<file path="src/rtl/rs_dsp_mac_sequencer_if.sv">
// rs_dsp_mac_sequencer_if
// Upstream bus of the RS_DSP MAC sequencer.
// It bundles the three valid/ready channels that connect the sequencer
// to the DMA / operand fetch engine.
//
// Signals:
//   cmd_*  : dot-product command (length N, shift, round, saturate, signedness)
//   op_*   : operand pair stream (A, B, plus op_sub when subtract is enabled)
//   res_*  : accumulated result returned to the fetch engine
//
// Modports:
//   master : the fetch engine side (it drives the commands and the operands)
//   slave  : the sequencer side
//
// Optional feature macro: RS_DSP_SEQ_SUBTRACT_EN adds the op_sub signal.
interface rs_dsp_mac_sequencer_if #(
    parameter int LEN_W = 8,
    parameter int A_W   = 20,
    parameter int B_W   = 18,
    parameter int Z_W   = 38
) ();
    logic             cmd_valid;
    logic             cmd_ready;
    logic [LEN_W-1:0] cmd_len;
    logic [5:0]       cmd_shift;
    logic             cmd_round;
    logic             cmd_sat;
    logic             cmd_unsigned_a;
    logic             cmd_unsigned_b;

    logic             op_valid;
    logic             op_ready;
    logic [A_W-1:0]   op_a;
    logic [B_W-1:0]   op_b;
`ifdef RS_DSP_SEQ_SUBTRACT_EN
    logic             op_sub;
`endif

    logic             res_valid;
    logic             res_ready;
    logic [Z_W-1:0]   res_data;

    modport master (
`ifdef RS_DSP_SEQ_SUBTRACT_EN
        output op_sub,
`endif
        output cmd_valid, cmd_len, cmd_shift, cmd_round, cmd_sat,
               cmd_unsigned_a, cmd_unsigned_b,
        input  cmd_ready,
        output op_valid, op_a, op_b,
        input  op_ready,
        input  res_valid, res_data,
        output res_ready
    );

    modport slave (
`ifdef RS_DSP_SEQ_SUBTRACT_EN
        input  op_sub,
`endif
        input  cmd_valid, cmd_len, cmd_shift, cmd_round, cmd_sat,
               cmd_unsigned_a, cmd_unsigned_b,
        output cmd_ready,
        input  op_valid, op_a, op_b,
        output op_ready,
        output res_valid, res_data,
        input  res_ready
    );
endinterface

</file>
<file path="src/rtl/rs_dsp_mac_sequencer.sv">
// rs_dsp_mac_sequencer
// Job-level sequencer for one RS_DSP tile in accumulate (MAC) mode.
// It accepts a dot-product command of length N and streams N operand pairs
// into the DSP. It keeps the DSP configuration pins constant for the whole
// job and pulses load_acc on the first pair. It then waits out the DSP
// pipeline and returns z_o through the result channel.
// Only one job is active at a time, so jobs never overlap.
//
// Ports:
//   clock, reset         : rising-edge clock and synchronous active-high reset
//   host (slave modport) : command, operand and result valid/ready channels
//   busy                 : high whenever a job is in progress (state != IDLE)
//   dsp_a_i, dsp_b_i     : registered operands sent to the DSP
//   dsp_load_acc         : high only on the first pair of a job
//   dsp_feedback         : constant 3'b000, which selects accumulate
//   dsp_unsigned_a/b, dsp_shift_right, dsp_round, dsp_saturate_enable :
//                          job configuration, captured when a command is accepted
//   dsp_subtract         : per-pair subtract (only with the optional feature)
//   dsp_z_o              : accumulator output coming back from the DSP
//
// Optional feature macro: RS_DSP_SEQ_SUBTRACT_EN adds op_sub to the operand
// channel and forwards it to dsp_subtract. When the macro is not defined,
// dsp_subtract is tied to 0.
module rs_dsp_mac_sequencer #(
    parameter int LEN_W   = 8,
    parameter int DSP_LAT = 2,
    parameter int A_W     = 20,
    parameter int B_W     = 18,
    parameter int Z_W     = 38
) (
    input  logic                  clock,
    input  logic                  reset,
    rs_dsp_mac_sequencer_if.slave host,
    output logic                  busy,
    output logic [A_W-1:0]        dsp_a_i,
    output logic [B_W-1:0]        dsp_b_i,
    output logic                  dsp_load_acc,
    output logic [2:0]            dsp_feedback,
    output logic                  dsp_unsigned_a,
    output logic                  dsp_unsigned_b,
    output logic [5:0]            dsp_shift_right,
    output logic                  dsp_round,
    output logic                  dsp_saturate_enable,
    output logic                  dsp_subtract,
    input  logic [Z_W-1:0]        dsp_z_o
);

    typedef enum logic [1:0] {
        IDLE   = 2'd0,
        STREAM = 2'd1,
        DRAIN  = 2'd2,
        RESULT = 2'd3
    } state_e;

    state_e           state_q, state_d;
    logic [LEN_W-1:0] remaining_q, remaining_d;
    logic             first_q, first_d;
    logic [2:0]       drain_q, drain_d;
    logic [A_W-1:0]   a_q, a_d;
    logic [B_W-1:0]   b_q, b_d;
    logic             load_q, load_d;
    logic [5:0]       shift_q, shift_d;
    logic             round_q, round_d;
    logic             sat_q, sat_d;
    logic             ua_q, ua_d;
    logic             ub_q, ub_d;
    logic [Z_W-1:0]   res_q, res_d;
`ifdef RS_DSP_SEQ_SUBTRACT_EN
    logic             sub_q, sub_d;
`endif

    // State register. It holds the FSM state, the job counters, the operand
    // registers that feed the DSP, the held configuration and the captured
    // result. A synchronous reset drops any job that is in flight.
    always_ff @(posedge clock) begin
        if (reset) begin
            state_q     <= IDLE;
            remaining_q <= '0;
            first_q     <= 1'b0;
            drain_q     <= '0;
            a_q         <= '0;
            b_q         <= '0;
            load_q      <= 1'b0;
            shift_q     <= '0;
            round_q     <= 1'b0;
            sat_q       <= 1'b0;
            ua_q        <= 1'b0;
            ub_q        <= 1'b0;
            res_q       <= '0;
`ifdef RS_DSP_SEQ_SUBTRACT_EN
            sub_q       <= 1'b0;
`endif
        end else begin
            state_q     <= state_d;
            remaining_q <= remaining_d;
            first_q     <= first_d;
            drain_q     <= drain_d;
            a_q         <= a_d;
            b_q         <= b_d;
            load_q      <= load_d;
            shift_q     <= shift_d;
            round_q     <= round_d;
            sat_q       <= sat_d;
            ua_q        <= ua_d;
            ub_q        <= ub_d;
            res_q       <= res_d;
`ifdef RS_DSP_SEQ_SUBTRACT_EN
            sub_q       <= sub_d;
`endif
        end
    end

    // Next-state logic. The operand registers default to zero every cycle.
    // Bubbles in STREAM and every DRAIN cycle therefore add zero to the
    // accumulator. Only an accepted pair writes non-zero operands.
    always_comb begin
        state_d     = state_q;
        remaining_d = remaining_q;
        first_d     = first_q;
        drain_d     = drain_q;
        a_d         = '0;
        b_d         = '0;
        load_d      = 1'b0;
        shift_d     = shift_q;
        round_d     = round_q;
        sat_d       = sat_q;
        ua_d        = ua_q;
        ub_d        = ub_q;
        res_d       = res_q;
`ifdef RS_DSP_SEQ_SUBTRACT_EN
        sub_d       = 1'b0;
`endif
        unique case (state_q)
            IDLE: begin
                if (host.cmd_valid) begin
                    if (host.cmd_len != '0) begin
                        shift_d     = host.cmd_shift;
                        round_d     = host.cmd_round;
                        sat_d       = host.cmd_sat;
                        ua_d        = host.cmd_unsigned_a;
                        ub_d        = host.cmd_unsigned_b;
                        remaining_d = host.cmd_len;
                        first_d     = 1'b1;
                        state_d     = STREAM;
                    end else begin
                        // An empty job never touches the DSP.
                        // It returns zero straight away.
                        res_d   = '0;
                        state_d = RESULT;
                    end
                end
            end
            STREAM: begin
                if (host.op_valid) begin
                    a_d     = host.op_a;
                    b_d     = host.op_b;
                    load_d  = first_q;
                    first_d = 1'b0;
`ifdef RS_DSP_SEQ_SUBTRACT_EN
                    sub_d   = host.op_sub;
`endif
                    if (remaining_q != '0) begin
                        remaining_d = remaining_q - 1'b1;
                    end
                    // DRAIN starts from DSP_LAT. The capture therefore
                    // happens DSP_LAT+1 edges after the last pair is
                    // registered, which is when its effect is on z_o.
                    if (remaining_q <= 1) begin
                        drain_d = 3'(DSP_LAT);
                        state_d = DRAIN;
                    end
                end
            end
            DRAIN: begin
                if (drain_q == '0) begin
                    res_d   = dsp_z_o;
                    state_d = RESULT;
                end else begin
                    drain_d = drain_q - 1'b1;
                end
            end
            RESULT: begin
                if (host.res_ready) begin
                    state_d = IDLE;
                end
            end
            default: state_d = IDLE;
        endcase
    end

    // Output logic. Each handshake ready/valid signal is decoded directly
    // from the state. All DSP pins come straight from registers, so nothing
    // combinational reaches the DSP.
    always_comb begin
        host.cmd_ready      = (state_q == IDLE);
        host.op_ready       = (state_q == STREAM);
        host.res_valid      = (state_q == RESULT);
        host.res_data       = res_q;
        busy                = (state_q != IDLE);
        dsp_a_i             = a_q;
        dsp_b_i             = b_q;
        dsp_load_acc        = load_q;
        dsp_feedback        = 3'b000;
        dsp_unsigned_a      = ua_q;
        dsp_unsigned_b      = ub_q;
        dsp_shift_right     = shift_q;
        dsp_round           = round_q;
        dsp_saturate_enable = sat_q;
`ifdef RS_DSP_SEQ_SUBTRACT_EN
        dsp_subtract        = sub_q;
`else
        dsp_subtract        = 1'b0;
`endif
    end

endmodule
</file>
<file path="src/flat_wrapper.sv">
// flat-port wrapper written by rule: the top's interface ports become plain ports
module rs_dsp_mac_sequencer_flat 
#(
    parameter int LEN_W   = 8,
    parameter int DSP_LAT = 2,
    parameter int A_W     = 20,
    parameter int B_W     = 18,
    parameter int Z_W     = 38
)
  (clock, reset, busy, dsp_a_i, dsp_b_i, dsp_load_acc, dsp_feedback, dsp_unsigned_a, dsp_unsigned_b, dsp_shift_right, dsp_round, dsp_saturate_enable, dsp_subtract, dsp_z_o, host_cmd_valid, host_cmd_len, host_cmd_shift, host_cmd_round, host_cmd_sat, host_cmd_unsigned_a, host_cmd_unsigned_b, host_cmd_ready, host_op_valid, host_op_a, host_op_b, host_op_ready, host_res_valid, host_res_data, host_res_ready);
  rs_dsp_mac_sequencer_if #(.LEN_W(LEN_W), .A_W(A_W), .B_W(B_W), .Z_W(Z_W)) host_i ();
  input  logic clock;
  input  logic reset;
  output logic busy;
  output logic [A_W-1:0] dsp_a_i;
  output logic [B_W-1:0] dsp_b_i;
  output logic dsp_load_acc;
  output logic [2:0] dsp_feedback;
  output logic dsp_unsigned_a;
  output logic dsp_unsigned_b;
  output logic [5:0] dsp_shift_right;
  output logic dsp_round;
  output logic dsp_saturate_enable;
  output logic dsp_subtract;
  input  logic [Z_W-1:0] dsp_z_o;
  input wire logic [$bits(host_i.cmd_valid)-1:0] host_cmd_valid;
  input wire logic [$bits(host_i.cmd_len)-1:0] host_cmd_len;
  input wire logic [$bits(host_i.cmd_shift)-1:0] host_cmd_shift;
  input wire logic [$bits(host_i.cmd_round)-1:0] host_cmd_round;
  input wire logic [$bits(host_i.cmd_sat)-1:0] host_cmd_sat;
  input wire logic [$bits(host_i.cmd_unsigned_a)-1:0] host_cmd_unsigned_a;
  input wire logic [$bits(host_i.cmd_unsigned_b)-1:0] host_cmd_unsigned_b;
  output wire logic [$bits(host_i.cmd_ready)-1:0] host_cmd_ready;
  input wire logic [$bits(host_i.op_valid)-1:0] host_op_valid;
  input wire logic [$bits(host_i.op_a)-1:0] host_op_a;
  input wire logic [$bits(host_i.op_b)-1:0] host_op_b;
  output wire logic [$bits(host_i.op_ready)-1:0] host_op_ready;
  output wire logic [$bits(host_i.res_valid)-1:0] host_res_valid;
  output wire logic [$bits(host_i.res_data)-1:0] host_res_data;
  input wire logic [$bits(host_i.res_ready)-1:0] host_res_ready;
  assign host_i.cmd_valid = host_cmd_valid;
  assign host_i.cmd_len = host_cmd_len;
  assign host_i.cmd_shift = host_cmd_shift;
  assign host_i.cmd_round = host_cmd_round;
  assign host_i.cmd_sat = host_cmd_sat;
  assign host_i.cmd_unsigned_a = host_cmd_unsigned_a;
  assign host_i.cmd_unsigned_b = host_cmd_unsigned_b;
  assign host_cmd_ready = host_i.cmd_ready;
  assign host_i.op_valid = host_op_valid;
  assign host_i.op_a = host_op_a;
  assign host_i.op_b = host_op_b;
  assign host_op_ready = host_i.op_ready;
  assign host_res_valid = host_i.res_valid;
  assign host_res_data = host_i.res_data;
  assign host_i.res_ready = host_res_ready;
  rs_dsp_mac_sequencer #(.LEN_W(LEN_W), .DSP_LAT(DSP_LAT), .A_W(A_W), .B_W(B_W), .Z_W(Z_W)) u_core (.clock(clock), .reset(reset), .host(host_i), .busy(busy), .dsp_a_i(dsp_a_i), .dsp_b_i(dsp_b_i), .dsp_load_acc(dsp_load_acc), .dsp_feedback(dsp_feedback), .dsp_unsigned_a(dsp_unsigned_a), .dsp_unsigned_b(dsp_unsigned_b), .dsp_shift_right(dsp_shift_right), .dsp_round(dsp_round), .dsp_saturate_enable(dsp_saturate_enable), .dsp_subtract(dsp_subtract), .dsp_z_o(dsp_z_o));
endmodule
</file>
<file path="config.mk">
export PLATFORM = sky130hd
export DESIGN_NAME = rs_dsp_mac_sequencer_flat
export DESIGN_NICKNAME = d
export VERILOG_FILES = /design/src/rtl/rs_dsp_mac_sequencer_if.sv /design/src/rtl/rs_dsp_mac_sequencer.sv /design/src/flat_wrapper.sv
export SDC_FILE = /design/constraint.sdc
export NUM_CORES = 1
export LEC_CHECK = 0
export BUFFER_PORTS_ARGS = -buffer_cell sky130_fd_sc_hd__buf_2
export CORE_UTILIZATION = 45
export DETAILED_ROUTE_END_ITERATION = 6
export GPL_ROUTABILITY_DRIVEN = 0
export MAX_ROUTING_LAYER = met4
export PLACE_DENSITY = 0.79
export RECOVER_POWER = 50
export SYNTH_ARGS = -nofsm -noshare
export SYNTH_HDL_FRONTEND = slang
export SYNTH_SLANG_ARGS = --single-unit
</file>
<file path="constraint.sdc">
create_clock -name clock -period 2.35 [get_ports clock]
set_input_delay 0.47 -clock clock [delete_from_list [all_inputs] [get_ports clock]]
set_output_delay 0.47 -clock clock [all_outputs]
set_load 0.02 [all_outputs]
</file>
Word level (Yosys, flattened, before mapping)
Cells that the tools add are included.
{"block": "classes", "add_sub_neg": 2, "order_cmp": 1, "eq_ne": 12, "mux": 24, "bitwise_logic": 2, "reduce_logical": 15}
{"op": "$mux 38", "count": 3}
{"op": "$pmux 38 s2", "count": 1}
{"op": "$mux 8", "count": 4}
{"op": "$pmux 8 s2", "count": 1}
{"op": "$reduce_bool 8->1", "count": 2}
{"op": "$mux 2", "count": 6}
{"op": "$reduce_and 4->1", "count": 3}
{"op": "$ne 2x1->1 const B", "count": 5}
{"op": "$reduce_and 5->1", "count": 2}
{"op": "$mux 3", "count": 3}
{"op": "$le 8x1->1 const B", "count": 1}
{"op": "$ne 2x2->1 const B", "count": 4}
{"op": "$pmux 2 s4", "count": 1}
{"op": "$reduce_bool 2->1", "count": 4}
{"op": "$sub 8x1->8 const B", "count": 1}
{"op": "$pmux 3 s2", "count": 1}
{"op": "$eq 2x2->1 const B", "count": 2}
{"op": "$logic_not 3->1", "count": 1}
{"op": "$mux 1", "count": 3}
{"op": "$reduce_and 3->1", "count": 1}
{"op": "$reduce_or 3->1", "count": 1}
{"op": "$sub 3x1->3 const B", "count": 1}
{"op": "$eq 2x1->1 const B", "count": 1}
{"op": "$logic_not 2->1", "count": 1}
{"op": "other kinds (2)", "count": 3}
{"block": "totals", "register_bits": 101, "input_bits": 99, "out_inout_bits": 95, "word_cells": 69}

Depth between registers and ports, before layout
{"block": "depth", "depth_word": 4, "depth_mapped": 9, "mapped_depth_nobuf": 7}

Worst setup path after synthesis
OpenSTA, ideal clock, no wires.
{"block": "synth_timing", "path_type": "register -> register", "from": "reg u_core.state_q[0]", "to": "reg u_core.res_q[17] (netlist: u_core.host.res_data[17])", "setup_ns": 0.132, "t_arrival_ns": 1.772, "required_ns": 2.218, "setup_slack_ns": 0.445, "stages_incl_launch_ff": 10, "path_buffers": 2, "synth_period_minus_slack_ns": 1.905, "cell_sequence": "dfxtp_1 -> inv_1 -> ha_1 -> nor2b_1 -> a21oi_1 -> a21bo_2 -> buf_2 -> buf_4 -> nand2_1 -> a21oi_1"}
{"block": "synth_via", "elab_chain_len": 3, "elab_cells_between_ends": 8, "cone_classes": "4 x eq/ne; 1 x mux; 3 x reduce/logical"}
{"element": "from (decl)", "line": "rs_dsp_mac_sequencer.sv:55", "rtl": "state_e state_q, state_d;"}
{"element": "from (signal assigned)", "line": "rs_dsp_mac_sequencer.sv:94", "rtl": "state_q <= state_d;"}
{"element": "$logic_not 2->1 (*)"}
{"element": "via host_cmd_ready", "line": "flat_wrapper.sv:33", "rtl": "output wire logic [$bits(host_i.cmd_ready)-1:0] host_cmd_ready;"}
{"element": "$ne 2x2->1 (no line) / $reduce_bool 2->1 (equally long branches)"}
{"element": "$reduce_and 4->1 (no line)"}
{"element": "to (signal assigned)", "line": "rs_dsp_mac_sequencer.sv:106", "rtl": "res_q <= res_d;"}
{"element": "to (decl)", "line": "rs_dsp_mac_sequencer.sv:67", "rtl": "logic [Z_W-1:0] res_q, res_d;"}
The timed path passes the listed nets; every way through them passes the cells marked *.
A chain may end at the register's enable or synchronous reset.

Worst setup path in the final report
{"block": "layout_timing", "from": "reg u_core.state_q[0]", "to": "reg u_core.remaining_q[5]"}
{"block": "layout_via", "elab_chain_len": 3, "elab_cells_between_ends": 9, "cone_classes": "5 x eq/ne; 1 x mux; 3 x reduce/logical"}
{"element": "$eq 2x1->1 / $logic_not 2->1 (equally long branches)", "line": "rs_dsp_mac_sequencer.sv:133", "rtl": "unique case (state_q)"}
{"element": "$ne 2x1->1 (no line), or another cell as far along"}
{"element": "$reduce_and 5->1 (no line)"}
{"element": "to (signal assigned)", "line": "rs_dsp_mac_sequencer.sv:95", "rtl": "remaining_q <= remaining_d;"}
{"element": "to (decl)", "line": "rs_dsp_mac_sequencer.sv:56", "rtl": "logic [LEN_W-1:0] remaining_q, remaining_d;"}
Several ways; a longest one is shown, not always the timed one.

==> results.json <==
{
  "crit_type": "reg2reg",
  "synth_area_leaders": "dfxtp_1, a21oi_1, and2_1",
  "fillers": 772,
  "overflow": 0,
  "die_h_um": 94.4,
  "crit_path_max_fanout": 9,
  "cap_violations": 0,
  "synth_edf_count": 0,
  "yosysSeqAreaShare": 0.526,
  "finish.net_count": 702,
  "yosys.area.top_type": "dfxtp_1",
  "hpwl_mm": 6.77,
  "power_frac_comb": 0.313,
  "drive_gt1_frac": 0.219,
  "clkTransAtPathRegs_ns": 0.11,
  "p_leak_nw": 2.00,
  "grt_pass1_wl_mm": 13.8,
  "grt_pass1_vias": 3134,
  "crit_slowest_cell": "dfxtp_1",
  "final.setup_skew_ns": 0.0148,
  "ys_async_sr_fraction": 0,
  "cts_tree": "built",
  "p_sw_w": 0.00164,
  "clock_latency_ns": 0.35,
  "status": "finished clean",
  "slew_headroom": 0.299,
  "setup_tns_ns": 0,
  "numPortBuffers": 189,
  "antenna_found_initial": 0,
  "syn_inst": 417,
  "rsz0062_at_grt": "no",
  "firstDrtPassIters": 5,
  "htree_levels": 3,
  "synth_area_sq_um": 3840,
  "design_area_sq_um": 4910,
  "critical_path.most_common_cell": "a21oi_1",
  "ir_worst_vdd_mv": 0.509,
  "routedWlPerCell_um": 13.2,
  "finalMaxSlewViolations": 0,
  "pwr-share-seq": 0.433,
  "synth_cell_types": 37,
  "cts_buffer_depth": 2,
  "n_antenna_cell": 0,
  "ys_warn_count": 0,
  "period_needed_ns": 2.15,
  "grt_start_max_net_pins": 62,
  "synth_flop_cell": "dfxtp_1",
  "routed_wl_mm": 9.30,
  "hold_class": "in2reg",
  "hold_viol": 0,
  "synthDominantCellAreaShare": 0.526,
  "power_density_nw_per_um2": 932,
  "setup_viol": 0,
  "fmax_ghz": 0.465,
  "core_sq_um": 8260,
  "clkPwrFrac": 0.254,
  "cts-root-buf": "clkbuf_8",
  "cp.arrival_ns": 2.44,
  "cp_data_required_time_ns": 2.64,
  "grt.total_usage": 0.204,
  "die_x_um": 94.4,
  "crit_path_max_incr_delay_ns": 0.39,
  "worstMarginPinSlew_ns": 1.05,
  "num_vias": 3499,
  "start_util": 0.465,
  "ys_ff_latch": 101,
  "cp_top_family": "compound AO/OA/AOI/OAI gates",
  "end_kind": "flop",
  "drt-vias-per-instance": 4.97,
  "drtIter0Drc": 85,
  "dieArea_sq_um": 8910,
  "area_growth_pct": 27.7,
  "cellInternalPower_w": 0.00294,
  "row_count": 33,
  "clock_sinks": 101,
  "placed_area_sq_um": 4820,
  "cts_buffers": 9,
  "ant_nets": 0,
  "fin_crit_sh": 0.914,
  "ioPinCount": 194,
  "critPathLaunchType": "flop",
  "switching_share": 0.358,
  "worst-path-buf-inv": 2,
  "synth.avg_cell_area_sq_um": 9.21,
  "path_cells": "inv_1, ha_1, nor2b_1, a21oi_1, nand3_1, buf_4, a211o_1, a21oi_1",
  "drc_errors": 0
}
[layout make-up]
type,instances,area (sq um),area share
timing repair buffer,195,890,0.181
clock inverter,7,88.8,0.0181
multi-input combinational,275,1610,0.328
tap,105,131,0.0268
clock buffer,9,124,0.0252
sequential,101,2020,0.412
inverter,12,45.0,0.00918
[cells in the final DEF (no fill, tap or decap), types with 4 or more instances in the layout]
cell / netlist / layout
or3_1: 4 / 4
inv_1: 12 / 12
nand2_1: 52 / 52
clkbuf_1: 16 / 89
nor2_1: 19 / 18
and2_1: 39 / 39
a21oi_1: 52 / 52
nor3_1: 6 / 6
dfxtp_1: 101 / 101
buf_2: 7 / 101
ha_1: 9 / 9
o21ai_0: 4 / 4
conb_1: 1 / 4
buf_4: 6 / 4
mux2i_1: 11 / 11
nor2b_1: 4 / 4
nand3_1: 40 / 40
o32ai_1: 4 / 4
clkbuf_8: 0 / 9
[power by group through the flow]
stage | registers (W) | logic, W | clock network (W)
global placement | 0.00201 | 0.00143 | 0
finish | 0.00198 | 0.00143 | 0.00116
global route | 0.00200 | 0.00156 | 0.00127
floorplan | 0.00212 | 0.000962 | 0
detailed placement | 0.00202 | 0.00148 | 0
CTS | 0.00198 | 0.00148 | 0.00120
[sequential cells by signal (all words and copies together) (netlist names)]
register	cells
u_core.dsp_unsigned_a	1
u_core.state_q	2
u_core.dsp_a_i	20
u_core.dsp_load_acc	1
u_core.dsp_saturate_enable	1
u_core.dsp_round	1
u_core.dsp_b_i	18
u_core.remaining_q	8
u_core.dsp_shift_right	6
u_core.drain_q	3
u_core.host.res_data	38
u_core.first_q	1
u_core.dsp_unsigned_b	1
[synthesized netlist by cell type, types with 4 or more instances]
library cell,count
a21oi_1,52
dfxtp_1,101
nor2b_1,4
o21ai_0,4
ha_1,9
inv_1,12
clkbuf_1,16
and2_1,39
nor2_1,19
o32ai_1,4
or3_1,4
buf_2,7
nor3_1,6
nand3_1,40
nand2_1,52
buf_4,6
mux2i_1,11
[cell families (layout without fill, tap and decap cells)]
| logic type | after synthesis | count (layout) | synth area share |
|---|---|---|---|
| simple gates | 174 | 174 | 0.235 |
| flops | 101 | 101 | 0.526 |
| compound gates | 74 | 74 | 0.116 |
| buf+inv | 44 | 223 | 0.0570 |
| mux | 11 | 11 | 0.0287 |
| fa+ha+maj | 9 | 9 | 0.0293 |
| xor+xnor | 3 | 3 | 0.00684 |
| other cells | 1 | 4 | 0.000976 |
[path summary, 6_finish.rpt]
check                              to  cells past startpoint  slack (ns)                     start
min reg2reg  u_core.host.res_data[31]                      2        0.45  u_core.host.res_data[31]
min                u_core.dsp_b_i[11]                      2        0.30             host_op_b[11]
max reg2reg     u_core.remaining_q[5]                      8        0.20         u_core.state_q[0]
max             u_core.remaining_q[5]                      8        0.20         u_core.state_q[0]
[per-layer routing]
metal  global-route usage  vias up  share of wire
met5                    -        -              0
met4               0.0705        0          0.013
met3               0.0636        9          0.083
met2                0.353      149           0.49
met1                0.221     1601           0.42
li1                     -     1740              -
[stage by stage]
stage	util	power [W]	instances	setup WS [ns]	hold WS, ns
floorplan	-	0.00308	420	0.445	0.431
global placement	0.583	0.00344	688	0.340	0.435
detailed placement	0.583	0.00350	688	0.188	0.441
CTS	0.609	0.00466	704	0.153	0.286
global route	0.594	0.00484	704	0.00938	0.273
finish	0.594	0.00458	704	0.201	0.302
[timing repair]
| action | CTS | global route |
|---|---|---|
| hold buffers | 0 | 0 |
| setup endpoints to repair | 0 | 25 |
| resized for setup | 0 | 1 |
| setup buffers | 0 | 0 |
[worst reg2reg max path: stages (launching register included)]
cell	delay, ns
dfxtp_1	0.39
inv_1	0.10
ha_1	0.31
nor2b_1	0.18
a21oi_1	0.22
nand3_1	0.29
buf_4	0.26
a211o_1	0.22
a21oi_1	0.11
(Power assumes the default switching activity.)
